==> src/rtl/fib_seq_gen_if.sv <==
// -----------------------------------------------------------------------------
// fib_seq_gen_if
//   Output term stream of the recurrence generator.
//
//   y        term value (W bits)
//   y_valid  y holds a valid term
//   y_ready  consumer accepts y on y_valid & y_ready
//   y_last   y is the final term of the run (qualified by y_valid)
//
//   master : generator side (drives y, y_valid, y_last)
//   slave  : consumer side  (drives y_ready)
// -----------------------------------------------------------------------------
interface fib_seq_gen_if #(
    parameter int W = 32
);
    logic [W-1:0] y;
    logic         y_valid;
    logic         y_ready;
    logic         y_last;

    modport master (
        output y,
        output y_valid,
        output y_last,
        input  y_ready
    );

    modport slave (
        input  y,
        input  y_valid,
        input  y_last,
        output y_ready
    );
endinterface

==> src/rtl/fib_seq_gen.sv <==
// -----------------------------------------------------------------------------
// fib_seq_gen
//   Streams n_terms terms of a Fibonacci, Tribonacci or Pell sequence built
//   from two programmable seeds. Arithmetic wraps modulo 2^W; a sticky flag
//   records whether any presented term wrapped.
//
//   state | meaning
//   ------+------------------------------------------------------------
//   IDLE  | waiting for start; config is sampled on the start cycle
//   RUN   | presenting terms on the stream, one per handshake
//   DONE  | one-cycle done pulse, then back to IDLE
//
// Ports
//   clk        clock, rising edge
//   rst_n      asynchronous reset, active low
//   start_i    start request, honoured only in IDLE
//   abort_i    synchronous abort (RUN -> IDLE, no done); beats start in IDLE
//   n_terms_i  number of terms to emit (0 emits nothing)
//   seed0_i    term 0
//   seed1_i    term 1
//   mode_i     00 Fibonacci, 01 Tribonacci, 10 Pell, 11 Fibonacci
//   y_if       output term stream (master side)
//   busy_o     high while in RUN
//   done_o     one-cycle pulse after the final handshake
//   ovf_o      sticky wrap flag, cleared on start
// -----------------------------------------------------------------------------
module fib_seq_gen #(
    parameter int W     = 32,
    parameter int CNT_W = 16
) (
    input  logic              clk,
    input  logic              rst_n,
    input  logic              start_i,
    input  logic              abort_i,
    input  logic [CNT_W-1:0]  n_terms_i,
    input  logic [W-1:0]      seed0_i,
    input  logic [W-1:0]      seed1_i,
    input  logic [1:0]        mode_i,
    fib_seq_gen_if.master     y_if,
    output logic              busy_o,
    output logic              done_o,
    output logic              ovf_o
);

    localparam logic [1:0] MODE_TRIB = 2'b01;
    localparam logic [1:0] MODE_PELL = 2'b10;

    typedef enum logic [1:0] {
        S_IDLE = 2'b00,
        S_RUN  = 2'b01,
        S_DONE = 2'b10
    } state_t;

    state_t             state_q,   state_d;
    logic [CNT_W-1:0]   n_terms_q, n_terms_d;
    logic [CNT_W-1:0]   idx_q,     idx_d;
    logic [1:0]         mode_q,    mode_d;
    logic [W-1:0]       seed1_q,   seed1_d;
    // a holds the term currently presented, b and c the two before it.
    logic [W-1:0]       a_q,       a_d;
    logic [W-1:0]       b_q,       b_d;
    logic [W-1:0]       c_q,       c_d;
    logic               valid_q,   valid_d;
    logic               ovf_q,     ovf_d;

    logic [W+1:0]       a_ext;
    logic [W+1:0]       b_ext;
    logic [W+1:0]       c_ext;
    logic [W+1:0]       sum_ext;
    logic [CNT_W-1:0]   last_idx;
    logic               is_last;
    logic               hs;

    // Next term computed two bits wide of W so a wrap is visible.
    always_comb begin
        a_ext   = {2'b00, a_q};
        b_ext   = {2'b00, b_q};
        c_ext   = {2'b00, c_q};
        sum_ext = a_ext + b_ext;
        case (mode_q)
            MODE_TRIB: sum_ext = a_ext + b_ext + c_ext;
            MODE_PELL: sum_ext = (a_ext << 1) + b_ext;
            default:   sum_ext = a_ext + b_ext;
        endcase
    end

    assign last_idx = n_terms_q - CNT_W'(1);
    assign is_last  = (idx_q == last_idx);
    assign hs       = valid_q & y_if.y_ready;

    always_ff @(posedge clk or negedge rst_n) begin
        if (!rst_n) begin
            state_q   <= S_IDLE;
            n_terms_q <= '0;
            idx_q     <= '0;
            mode_q    <= '0;
            seed1_q   <= '0;
            a_q       <= '0;
            b_q       <= '0;
            c_q       <= '0;
            valid_q   <= 1'b0;
            ovf_q     <= 1'b0;
        end else begin
            state_q   <= state_d;
            n_terms_q <= n_terms_d;
            idx_q     <= idx_d;
            mode_q    <= mode_d;
            seed1_q   <= seed1_d;
            a_q       <= a_d;
            b_q       <= b_d;
            c_q       <= c_d;
            valid_q   <= valid_d;
            ovf_q     <= ovf_d;
        end
    end

    always_comb begin
        state_d   = state_q;
        n_terms_d = n_terms_q;
        idx_d     = idx_q;
        mode_d    = mode_q;
        seed1_d   = seed1_q;
        a_d       = a_q;
        b_d       = b_q;
        c_d       = c_q;
        valid_d   = valid_q;
        ovf_d     = ovf_q;

        case (state_q)
            S_IDLE: begin
                // abort has priority: a coincident start is dropped.
                if (!abort_i && start_i) begin
                    n_terms_d = n_terms_i;
                    mode_d    = mode_i;
                    seed1_d   = seed1_i;
                    idx_d     = '0;
                    ovf_d     = 1'b0;
                    a_d       = seed0_i;
                    b_d       = '0;
                    c_d       = '0;
                    if (n_terms_i == '0) begin
                        state_d = S_DONE;
                        valid_d = 1'b0;
                    end else begin
                        state_d = S_RUN;
                        valid_d = 1'b1;
                    end
                end
            end

            S_RUN: begin
                if (abort_i) begin
                    state_d = S_IDLE;
                    valid_d = 1'b0;
                end else if (hs) begin
                    if (is_last) begin
                        state_d = S_DONE;
                        valid_d = 1'b0;
                    end else begin
                        idx_d = idx_q + CNT_W'(1);
                        c_d   = b_q;
                        b_d   = a_q;
                        // Term 1 is a seed, not a recurrence result.
                        if (idx_q == '0) begin
                            a_d = seed1_q;
                        end else begin
                            a_d = sum_ext[W-1:0];
                            if (sum_ext[W+1:W] != 2'b00) begin
                                ovf_d = 1'b1;
                            end
                        end
                    end
                end
            end

            S_DONE: begin
                state_d = S_IDLE;
            end

            default: begin
                state_d = S_IDLE;
                valid_d = 1'b0;
            end
        endcase
    end

    assign y_if.y       = a_q;
    assign y_if.y_valid = valid_q;
    assign y_if.y_last  = valid_q & is_last;
    assign busy_o       = (state_q == S_RUN);
    assign done_o       = (state_q == S_DONE);
    assign ovf_o        = ovf_q;

endmodule

==> src/flat_wrapper.sv <==
// flat-port wrapper written by rule: the top's interface ports become plain ports
module fib_seq_gen_flat 
#(
    parameter int W     = 32,
    parameter int CNT_W = 16
)
  (clk, rst_n, start_i, abort_i, n_terms_i, seed0_i, seed1_i, mode_i, busy_o, done_o, ovf_o, y_if_y, y_if_y_valid, y_if_y_last, y_if_y_ready);
  fib_seq_gen_if #(.W(W)) y_if_i ();
  input  logic clk;
  input  logic rst_n;
  input  logic start_i;
  input  logic abort_i;
  input  logic [CNT_W-1:0] n_terms_i;
  input  logic [W-1:0] seed0_i;
  input  logic [W-1:0] seed1_i;
  input  logic [1:0] mode_i;
  output logic busy_o;
  output logic done_o;
  output logic ovf_o;
  output wire logic [$bits(y_if_i.y)-1:0] y_if_y;
  output wire logic [$bits(y_if_i.y_valid)-1:0] y_if_y_valid;
  output wire logic [$bits(y_if_i.y_last)-1:0] y_if_y_last;
  input wire logic [$bits(y_if_i.y_ready)-1:0] y_if_y_ready;
  assign y_if_y = y_if_i.y;
  assign y_if_y_valid = y_if_i.y_valid;
  assign y_if_y_last = y_if_i.y_last;
  assign y_if_i.y_ready = y_if_y_ready;
  fib_seq_gen #(.W(W), .CNT_W(CNT_W)) u_core (.clk(clk), .rst_n(rst_n), .start_i(start_i), .abort_i(abort_i), .n_terms_i(n_terms_i), .seed0_i(seed0_i), .seed1_i(seed1_i), .mode_i(mode_i), .y_if(y_if_i), .busy_o(busy_o), .done_o(done_o), .ovf_o(ovf_o));
endmodule
==> config.mk <==
export PLATFORM = sky130hd
export DESIGN_NAME = fib_seq_gen_flat
export DESIGN_NICKNAME = d
export VERILOG_FILES = /design/src/rtl/fib_seq_gen_if.sv /design/src/rtl/fib_seq_gen.sv /design/src/flat_wrapper.sv
export SDC_FILE = /design/constraint.sdc
export NUM_CORES = 1
export LEC_CHECK = 0
export CORE_MARGIN = 2
export CORE_UTILIZATION = 50
export DETAILED_ROUTE_END_ITERATION = 7
export PLACE_DENSITY = 0.7
export SLEW_MARGIN = 20
export SYNTH_ARGS = -nofsm -noshare
export SYNTH_HDL_FRONTEND = slang
export SYNTH_SLANG_ARGS = --single-unit
==> constraint.sdc <==
create_clock -name clk -period 12.36 [get_ports clk]
set_input_delay 2.472 -clock clk [delete_from_list [all_inputs] [get_ports clk]]
set_output_delay 2.472 -clock clk [all_outputs]
set_load 0.02 [all_outputs]
Word level (Yosys, flattened, before mapping):

Cells that the tools add are included.

* add/subtract/negate cells: 5
* equality and inequality tests: 13
* mux-type cells: 40
* bitwise gates (word level): 3
* reduce and logical (&&, ||, !) cells: 12

Operator list (count)
* 2-to-1 mux 32 bit: 12
* case mux 32 bit (2 select lines): 3
* case mux 34 bit (2 select lines): 1
* 2-to-1 mux 16 bit: 4
* adder 33 x 32 -> 34 bit: 1
* adder 34 x 32 -> 34 bit: 1
* adder 32 x 32 -> 33 bit: 1
* zero test 16 bit: 2
* case mux 16 bit (2 select lines): 1
* adder 16 x 1 -> 16 bit, second input constant: 1
* equality test 16 bit: 1
* subtractor 16 x 1 -> 16 bit, second input constant: 1
* 2-to-1 mux 1 bit: 11
* 2-to-1 mux 2 bit: 5
* AND reduction 7 bit: 1
* != test 2 x 1 -> 1 bit, second input constant: 3
* != test 2 bit, second input constant: 3
* != test 3 x 2 -> 1 bit, second input constant: 2
* AND reduction 5 bit: 1
* equality test 2 x 1 -> 1 bit, second input constant: 2
* equality test 2 bit, second input constant: 2
* case mux 2 bit (2 select lines): 1
* AND reduction 4 bit: 1
* nonzero test 2 bit: 2
* other kinds (9): 10

* flip-flop bits (word level): 166
* input port bits: 87

Logic depth before layout (Yosys ltp):

Gate-level depths: netlist of run 1.

* depth after elaboration: 10
* depth in mapped cells: 21

Worst setup path after synthesis of run 1:

No wires, ideal clock.

* path kind: reg-to-output
* start: reg u_core.n_terms_q[6]
* end: out y_if_y_last
* arrival time: 2.695 ns
* data required time: 9.888 ns
* setup slack: 7.193 ns
* stages on the path, launching flop included: 8
* path buffers: 0
* cells stage by stage: dfrtp_1 or4_4 or4_1 o31a_1 nor4b_2 or4b_1 nor2_1 and2_1

* longest elaborated chain between the ends: 3

Ends and longest elaborated chain
* start: declaration: RTL line fib_seq_gen.sv:55 `logic [CNT_W-1:0] n_terms_q, n_terms_d;`
* start signal: assignment: RTL line fib_seq_gen.sv:105 `n_terms_q <= n_terms_d;`
* subtractor 16 x 1 -> 16 bit: RTL line fib_seq_gen.sv:87 `assign last_idx = n_terms_q - CNT_W'(1);`
* equality test 16 bit: RTL line fib_seq_gen.sv:88 `assign is_last = (idx_q == last_idx);`
* bitwise AND 1 bit: RTL line fib_seq_gen.sv:189 `assign y_if.y_last = valid_q & is_last;`
* end: declaration: RTL line flat_wrapper.sv:22 `output wire logic [$bits(y_if_i.y_last)-1:0] y_if_y_last;`

No other way between the ends.

Final worst setup path of run 1:

Ends and elaborated chain as after synthesis.

==> reports/summary.txt, run 1 <==
YOSYS
-----------------------------------------------------------------------------------------
Ys flop type                                                                 sky130_fd_sc_hd__dfrtp_1
Mean area per synthesized cell                                                 7.895 um^2
Number of flops mapped to enable cells by yosys                                         0
Proportion of register bits with asynchronous set or reset after synthesis         100.0%
Synth unique cells                                                                     77
Syn. warnings                                                                           0
Seq/Total Area, Yosys                                                              31.45%
Net count of the mapped netlist                                                      1863
Area of the mapped netlist                                                     13210 um^2
Cells after synthesis                                                                1673
Number of synthesized register bits                                                   166

ROUTE
-----------------------------------------------------------------------------------------
Residual DRC count                                                                      0
DRT iter0 DRCs                                                                       1364
Count of TritonRoute iterations in the first routing pass                               8
Final antenna-violating net count                                                       0
Wire length reported by the detailed router                                      42690 um
Detail-routed via count per cell                                                    6.233
Count of vias placed by the detailed router                                         12984
Routed length per instance                                                       20.49 um

FINISH
-----------------------------------------------------------------------------------------
Number of filler cells placed in the layout                                          2461
Final Non-Filler Cells                                                               2083
Area of the multi-input gates                                                   8484 um^2
Total Nets Final                                                                     1924
Non-Filler Cell Area, Final                                                    15150 um^2
Share of cells above drive strength 1                                              3.950%
Register Area                                                                   4154 um^2
Area delta synth->final                                                            14.73%
Core utilization of the finished layout                                            58.32%

FLOORPLAN
-----------------------------------------------------------------------------------------
Total die area                                                                 27730 um^2
I/O pin total                                                                         124
Initial Util                                                                       50.83%
Placement row count                                                                    59
Horizontal die dimension                                                         166.5 um
Core outline area                                                              25980 um^2
Die outline height                                                               166.5 um

TIMING
-----------------------------------------------------------------------------------------
Unrepaired setup endpoints after global routing                                     false
Final setup viols                                                                       0
Fin Clk Skew                                                                   0.01510 ns
Count of final max-slew check failures                                                  0
Final Cycle Share                                                                  51.84%
Maximum operating frequency                                                    0.1561 GHz
Slew at the pin with the worst max-slew slack                                   0.9815 ns
Final min period                                                                 6.408 ns
Final count of hold timing violations                                                   0
Worst slew margin relative to its limit                                            34.57%
Final sum of negative setup slack                                                    0 ns

GRT
-----------------------------------------------------------------------------------------
Global Route Usage Sum                                                             30.33%
Aggregate global routing overflow                                                       0
Pin count of the biggest net entering global routing                                   81
Wire length of the first global-routing pass                                     67520 um
Vias in the first global route                                                      12139
Initial antenna violation count                                                         2

SETUP PATH
-----------------------------------------------------------------------------------------
Critical path launch point type                                                  register
Endpoint arrival time on the critical path                                        3.94 ns
Type of the worst setup path                                                   reg -> out
Crit path required time                                                           9.89 ns
Category of the worst setup path capture point                                 output pin
Highest fanout seen on the critical path                                                5

CLOCKING
-----------------------------------------------------------------------------------------
Clock tree from TritonCTS                                                           built
# Post-CTS Setup Buffers                                                                0
Clock network latency to the later pin of the worst-skew pair                     0.45 ns
Clock Tree Root                                                              sky130_fd_sc_hd__clkbuf_16
Number of hold buffers added after cts                                                  0
Maximum count of clock buffers along a single path                                      2
Number of CTS-inserted buffers                                                         17
CTS-repair resized insts                                                                0
Clock transition at the registers of the reported paths                           0.08 ns
CTS HTree Levels                                                                        4
Number of clock sinks seen by CTS                                                     166

POWER AND IR DROP
-----------------------------------------------------------------------------------------
Max IR drop VDD                                                                 0.1062 mV
Gate power share                                                                    59.0%
P_leak                                                                           7.191 nW
Power per Cell Area                                                          221.1 nW/um^2
Portion of total power attributed to the clock network                              16.2%
Power Internal                                                                 0.001699 W
NetSw                                                                          0.001652 W
Switching portion of total power                                                   49.30%
Total chip power                                                               0.003351 W
Sequential share of power                                                           24.8%

PLACEMENT
-----------------------------------------------------------------------------------------
I/O Buffers                                                                           123
Post-DP HPWL                                                                     30710 um
Cell area after placement                                                      14570 um^2
Final RePlAce weighted congestion                                                  0.9560
Total placed cells including tap cells                                               2050

RUN STATUS
-----------------------------------------------------------------------------------------
Status                                                                       complete, no violations

HOLD PATH
-----------------------------------------------------------------------------------------
Path category of the worst min-delay check                                     reg -> reg

JOB
-----------------------------------------------------------------------------------------
Max Cap Viol                                                                            0

==> area by class of cell <==
type	count	share of cell area, %
Tap cell	335	2.766
Multi-Input combinational cell	1368	55.99
Timing Repair Buffer	140	8.975
Antenna cell	1	0.01651
Clock inverter	14	0.9908
Sequential cell	166	27.41
Clock buffer	18	2.832
Inverter	41	1.016
==> cells in the mapped netlist, drive strengths merged (4+ instances only) <==
| library cell | number | area share [%] |
|---|---|---|
| o31a | 6 | 0.40 |
| nand3 | 105 | 4.0 |
| xnor2 | 71 | 4.7 |
| xor2 | 44 | 2.9 |
| a2bb2oi | 6 | 0.40 |
| and3 | 13 | 0.62 |
| nor4 | 17 | 0.81 |
| a21oi | 113 | 4.3 |
| nand2 | 366 | 10 |
| a221oi | 21 | 1.4 |
| dfrtp | 166 | 31 |
| a211o | 4 | 0.27 |
| nand2b | 20 | 0.95 |
| o22ai | 12 | 0.57 |
| o211ai | 28 | 1.6 |
| a32oi | 4 | 0.27 |
| a21o | 38 | 2.2 |
| and2 | 5 | 0.24 |
| o221ai | 10 | 0.66 |
| o21ai | 83 | 3.1 |
| clkbuf | 75 | 2.1 |
| nor2b | 9 | 0.43 |
| or2 | 5 | 0.24 |
| buf | 23 | 1.1 |
| a31oi | 19 | 1.0 |
| ha | 100 | 9.5 |
| a22oi | 5 | 0.28 |
| o21bai | 7 | 0.40 |
| inv | 41 | 1.2 |
| a211oi | 16 | 0.91 |
| or4 | 9 | 0.54 |
| o21a | 9 | 0.52 |
| or3 | 13 | 0.62 |
| nor3 | 21 | 0.80 |
| nor2 | 93 | 2.7 |
| nand4 | 25 | 1.2 |
| o31ai | 4 | 0.23 |
| a221o | 9 | 0.68 |
| nand4b | 4 | 0.27 |
| nor4b | 4 | 0.31 |
| mux2i | 11 | 0.83 |
==> critical path, cell delays in order (launching register included) <==
cell and delay [ns]:
sky130_fd_sc_hd__dfrtp_1 0.41, sky130_fd_sc_hd__or4_4 0.57, sky130_fd_sc_hd__or4_1 0.45, sky130_fd_sc_hd__o31a_1 0.31, sky130_fd_sc_hd__nor4b_2 0.30, sky130_fd_sc_hd__or4b_1 0.52, sky130_fd_sc_hd__nor2_1 0.18, sky130_fd_sc_hd__and2_1 0.15
sky130_fd_sc_hd__clkdlybuf4s50_1 0.60
==> logic make-up (layout without fill, tap and decap cells) <==
kind of cell / after synthesis / after routing / synth area share [%]
AND/OR/NAND/NOR: 715 / 715 / 24.43
flip-flops: 166 / 166 / 31.45
AO/OA/AOI/OAI: 423 / 423 / 21.24
XOR/XNOR: 115 / 115 / 7.626
adder cells (fa/ha/maj): 103 / 103 / 9.928
multiplexers: 12 / 12 / 0.9189
buffers and inverters: 139 / 213 / 4.405
other: 0 / 1 / 0
==> per-stage QoR <==
stage          hold WS, ns  setup slack, ns
6_report            0.4791            5.952
5_1_grt             0.5060            5.855
4_1_cts             0.4803            5.980
3_5_place_dp        0.4621            5.758
3_3_place_gp        0.4578            6.002
2_1_floorplan       0.4374            7.193
==> state kept, by name, summed over array words and instances, names as in the netlist, 2 cells and up <==
register,flops
u_core.b_q,32
u_core.seed1_q,32
u_core.mode_q,2
u_core.c_q,32
u_core.state_q,2
u_core.y_if.y,32
u_core.n_terms_q,16
u_core.idx_q,16
==> per-layer routing <==
metal / up-vias / track usage, % / part of all wire (%)
met5: - / 0 / 0.028
met4: 2 / 8.696 / 2.4
met3: 72 / 5.014 / 7.8
met2: 512 / 45.94 / 44
met1: 6270 / 44.71 / 46
li1: 6128 / - / -
==> final timing paths <==
| check | start | endpoint | slack, ns | depth (start not counted) |
|---|---|---|---|---|
| max | u_core.n_terms_q[6]$_DFFE_PN0P_ | y_if_y_last | 5.95 | 8 |
| min | u_core.c_q[31]$_DFFE_PN0P_ | u_core.c_q[31]$_DFFE_PN0P_ | 0.48 | 2 |
| max reg2reg | u_core.y_if.y[0]$_DFFE_PN0P_ | u_core.y_if.y[31]$_DFFE_PN0P_ | 6.36 | 18 |
| min reg2reg | u_core.c_q[31]$_DFFE_PN0P_ | u_core.c_q[31]$_DFFE_PN0P_ | 0.48 | 2 |
| max in group asynchronous | rst_n | u_core.seed1_q[24]$_DFFE_PN0P_ | 9.19 | 2 |
| min in group asynchronous | rst_n | u_core.seed1_q[5]$_DFFE_PN0P_ | 1.99 | 1 |
==> power groups by stage <==
stage,sequential [W],clock (W),combinational (W)
floorplan,0.000824,0,0.00136
global placement,0.000834,0,0.00191
detailed placement,0.000833,0,0.00193
CTS,0.000825,0.000550,0.00194
global route,0.000846,0.000570,0.00215
finish,0.000831,0.000543,0.00198
==> placed cells by master, fill, tap and decap left out, types with 18 or more instances in the layout <==
master and count:
sky130_fd_sc_hd__nand2_1 366, sky130_fd_sc_hd__dfrtp_1 166, sky130_fd_sc_hd__a221oi_1 21, sky130_fd_sc_hd__nand3_1 105, sky130_fd_sc_hd__ha_1 100, sky130_fd_sc_hd__clkdlybuf4s50_1 122
sky130_fd_sc_hd__o211ai_1 27, sky130_fd_sc_hd__nand4_1 25, sky130_fd_sc_hd__a21oi_1 113, sky130_fd_sc_hd__nand2b_1 19, sky130_fd_sc_hd__o21ai_0 80, sky130_fd_sc_hd__xnor2_1 71
sky130_fd_sc_hd__nor2_1 92, sky130_fd_sc_hd__inv_1 40, sky130_fd_sc_hd__a31oi_1 18, sky130_fd_sc_hd__a21o_1 38, sky130_fd_sc_hd__xor2_1 44, sky130_fd_sc_hd__nor3_1 20
No activity file was read; power rests on OpenSTA's default activity.
==> run 2, diff against run 1 <==
- clock period: 12.36 -> 5.9 ns (I/O delays scaled with it)
==> reports/summary.txt, run 2 (same netlist as run 1, synthesis figures left out) <==
RUN STATUS
-------------------------------------------------------------------------------------
Status                                                                   complete, no violations   unchanged

FINISH
-------------------------------------------------------------------------------------
Antenna Cells                                                                       0   was 1
Most frequent standard cell in the layout excluding fill and tap cells   sky130_fd_sc_hd__nand2_1   unchanged
Total Nets Final                                                                 1929   was 1924
Area of the multi-input gates                                               8491 um^2   was 8484 um^2
Area delta synth->final                                                        15.30%   was 14.73%
Register Area                                                               4154 um^2   unchanged
Number of filler cells placed in the layout                                      2405   was 2461
Non-Filler Cell Area, Final                                                15230 um^2   was 15150 um^2
Top library cells by usage in the layout, fill and taps aside            sky130_fd_sc_hd__nand2_1 (366), sky130_fd_sc_hd__dfrtp_1 (166), sky130_fd_sc_hd__clkdlybuf4s50_1 (122)   unchanged
Core utilization of the finished layout                                        58.60%   was 58.32%
Share of cells above drive strength 1                                          4.338%   was 3.950%

SETUP PATH
-------------------------------------------------------------------------------------
CP delay by family, top                                                  compound AO/OA/AOI/OAI gates   was simple AND/OR/NAND/NOR gates
Buf+Inv Stages, Crit Path                                                           1   unchanged
Category of the worst setup path capture point                               register   was output pin
Worst r2r dst                                                            u_core.ovf_o$_DFFE_PN0P_   was u_core.y_if.y[31]$_DFFE_PN0P_
Type of the worst setup path                                               reg -> reg   was reg -> out
FF-to-FF Start                                                           u_core.y_if.y[0]$_DFFE_PN0P_   unchanged
Slack of the worst reg-to-reg path                                            0.47 ns   was 6.36 ns
Slowest cell on the critical path                                        sky130_fd_sc_hd__or4b_2   was sky130_fd_sc_hd__clkdlybuf4s50_1
Highest fanout seen on the critical path                                            5   unchanged
Crit path required time                                                       6.21 ns   was 9.89 ns
Endpoint arrival time on the critical path                                    5.75 ns   was 3.94 ns
Worst path max stage delay                                                    0.59 ns   was 0.60 ns
Cell Chain, Critical Path                                                ha_1 -> fa_1 -> a211oi_1 -> o21ai_0 -> o2111ai_2 -> a41oi_1 -> a211oi_1 -> buf_4 -> nor4_1 -> o41a_1 -> xor2_1 -> ha_1 -> a21oi_1 -> or4b_2 -> o21ai_0 -> o211a_1 -> mux2i_1 -> o21ai_0 -> a211oi_1   was or4_4 -> or4_1 -> o31a_1 -> nor4b_2 -> or4b_1 -> nor2_1 -> and2_1 -> clkdlybuf4s50_1
Worst R2R Path Depth                                                               19   was 18
Critical path launch point type                                              register   unchanged

FLOORPLAN
-------------------------------------------------------------------------------------
Placement row count                                                                59   unchanged
Total die area                                                             27730 um^2   unchanged
Initial Util                                                                   50.83%   unchanged
I/O pin total                                                                     124   unchanged
Horizontal die dimension                                                     166.5 um   unchanged
Core outline area                                                          25980 um^2   unchanged
Die outline height                                                           166.5 um   unchanged

ROUTE
-------------------------------------------------------------------------------------
Count of vias placed by the detailed router                                     12974   was 12984
DRT iter0 DRCs                                                                   1374   was 1364
Detail-routed via count per cell                                                6.217   was 6.233
Wire length reported by the detailed router                                  42580 um   was 42690 um
Residual DRC count                                                                  0   unchanged
Final antenna-violating net count                                                   0   unchanged
Count of TritonRoute iterations in the first routing pass                           6   was 8
Routed length per instance                                                   20.40 um   was 20.49 um

PLACEMENT
-------------------------------------------------------------------------------------
Worst slack after detailed placement                                        0.4804 ns   was 5.758 ns
Post-DP HPWL                                                                 31000 um   was 30710 um
Final RePlAce weighted congestion                                              0.9561   was 0.9560
Cell area after placement                                                  14620 um^2   was 14570 um^2
I/O Buffers                                                                       123   unchanged

CLOCKING
-------------------------------------------------------------------------------------
CTS HTree Levels                                                                    4   unchanged
Clock transition at the registers of the reported paths                       0.07 ns   was 0.08 ns
Number of clock sinks seen by CTS                                                 166   unchanged
Clock network latency to the later pin of the worst-skew pair                 0.45 ns   about the same
Maximum count of clock buffers along a single path                                  2   unchanged
Number of CTS-inserted buffers                                                     17   unchanged
Clock tree from TritonCTS                                                       built   unchanged
Number of hold buffers added after cts                                              0   unchanged
Clock Tree Root                                                          sky130_fd_sc_hd__clkbuf_16   unchanged

POWER AND IR DROP
-------------------------------------------------------------------------------------
P_leak                                                                       7.224 nW   was 7.191 nW
Max IR drop VDD                                                             0.2367 mV   was 0.1062 mV
Power per Cell Area                                                      463.3 nW/um^2   was 221.1 nW/um^2

HOLD PATH
-------------------------------------------------------------------------------------
Path category of the worst min-delay check                                 reg -> reg   unchanged
Launch point of the worst hold path                                      u_core.seed1_q[0]$_DFFE_PN0P_   was u_core.c_q[31]$_DFFE_PN0P_
Worst hold path depth                                                               2   unchanged
Endpoint of the worst hold path                                          u_core.seed1_q[0]$_DFFE_PN0P_   was u_core.c_q[31]$_DFFE_PN0P_

TIMING
-------------------------------------------------------------------------------------
Worst Slack Setup Final                                                     0.4682 ns   was 5.952 ns
Final sum of negative setup slack                                                0 ns   unchanged
Worst slew margin relative to its limit                                        28.71%   was 34.57%
Fin Clk Skew                                                               0.01493 ns   was 0.01510 ns
Final count of hold timing violations                                               0   unchanged
Final Cycle Share                                                              92.06%
Final min period                                                             5.432 ns
Maximum operating frequency                                                0.1841 GHz
Unrepaired setup endpoints after global routing                                 false   unchanged
Count of final max-slew check failures                                              0   unchanged
Post-Route Hold Slack                                                       0.4753 ns   was 0.4791 ns
Slew at the pin with the worst max-slew slack                                1.069 ns   was 0.9815 ns
Final setup viols                                                                   0   unchanged

GRT
-------------------------------------------------------------------------------------
Pin count of the biggest net entering global routing                               70   was 81
Aggregate global routing overflow                                                   0   unchanged
Initial antenna violation count                                                     0   was 2
Wire length of the first global-routing pass                                 67990 um   was 67520 um
Vias in the first global route                                                  12255   was 12139
Global Route Usage Sum                                                         30.51%   was 30.33%

JOB
-------------------------------------------------------------------------------------
Max Cap Viol                                                                        0   unchanged

[run 2: changes by cell type in the layout (fill, tap and decap cells not counted), moves of 2 or more]
cell / previous run / this run
sky130_fd_sc_hd__clkinvlp_4: 0 / 2
sky130_fd_sc_hd__inv_6: 3 / 6
sky130_fd_sc_hd__clkinv_4: 4 / 0
sky130_fd_sc_hd__buf_4: 17 / 21
[run 2: area by class of cell]
cell class | count | share of cell area, %
timing repair buffer | 145 | 9.260
multi-input combinational | 1368 | 55.76
tap | 335 | 2.752
clock buffer | 17 | 2.794
sequential | 166 | 27.28
clock inverter | 15 | 1.150
inverter | 41 | 1.011
[run 2: power by group]
group	leakage (nW)	internal (W)	switching, W
Clock	0.289	0.000609	0.000564
Sequential	2.16	0.00139	0.000344
Combinational	4.78	0.00162	0.00253
Total	7.22	0.00361	0.00344
[run 2: worst max path at each step]
stage / from / to / cells after the start
3_3_place_gp: u_core.y_if.y[0]$_DFFE_PN0P_ / u_core.y_if.y[31]$_DFFE_PN0P_ / 19
4_1_cts: u_core.y_if.y[0]$_DFFE_PN0P_ / u_core.y_if.y[31]$_DFFE_PN0P_ / 19
3_5_place_dp: u_core.y_if.y[0]$_DFFE_PN0P_ / u_core.y_if.y[31]$_DFFE_PN0P_ / 19
2_1_floorplan: u_core.y_if.y[0]$_DFFE_PN0P_ / u_core.y_if.y[31]$_DFFE_PN0P_ / 18
6_report: u_core.y_if.y[0]$_DFFE_PN0P_ / u_core.ovf_o$_DFFE_PN0P_ / 19
5_1_grt: u_core.y_if.y[0]$_DFFE_PN0P_ / u_core.ovf_o$_DFFE_PN0P_ / 19
[run 2: stage by stage]
stage,cells,total power [W]
final,2087,0.007056
after detailed placement,2055,0.005771
after CTS,2087,0.006978
after global routing,2087,0.007529
after floorplan,1673,0.004570
after global placement,2055,0.005751
[run 2: routing by layer]
metal | track usage, % | up-vias | part of all wire, %
li1 | - | 6138 | -
met3 | 4.016 | 73 | 7.2
met4 | 9.708 | 0 | 2.4
met1 | 45.64 | 6245 | 47
met2 | 45.71 | 518 | 43
met5 | 0 | - | 0
[run 2: repair_timing]
| item | in CTS | in global routing |
|---|---|---|
| setup buffers | 0 | 0 |
| endpoints found under the setup margin | 0 | 1 |
| resized for setup | 0 | 1 |
[run 2: tightest hold or removal path: stages (launching register included)]
cell                      delay, ns
sky130_fd_sc_hd__dfrtp_1       0.34
sky130_fd_sc_hd__nand2_1       0.05
sky130_fd_sc_hd__nand2_1       0.05
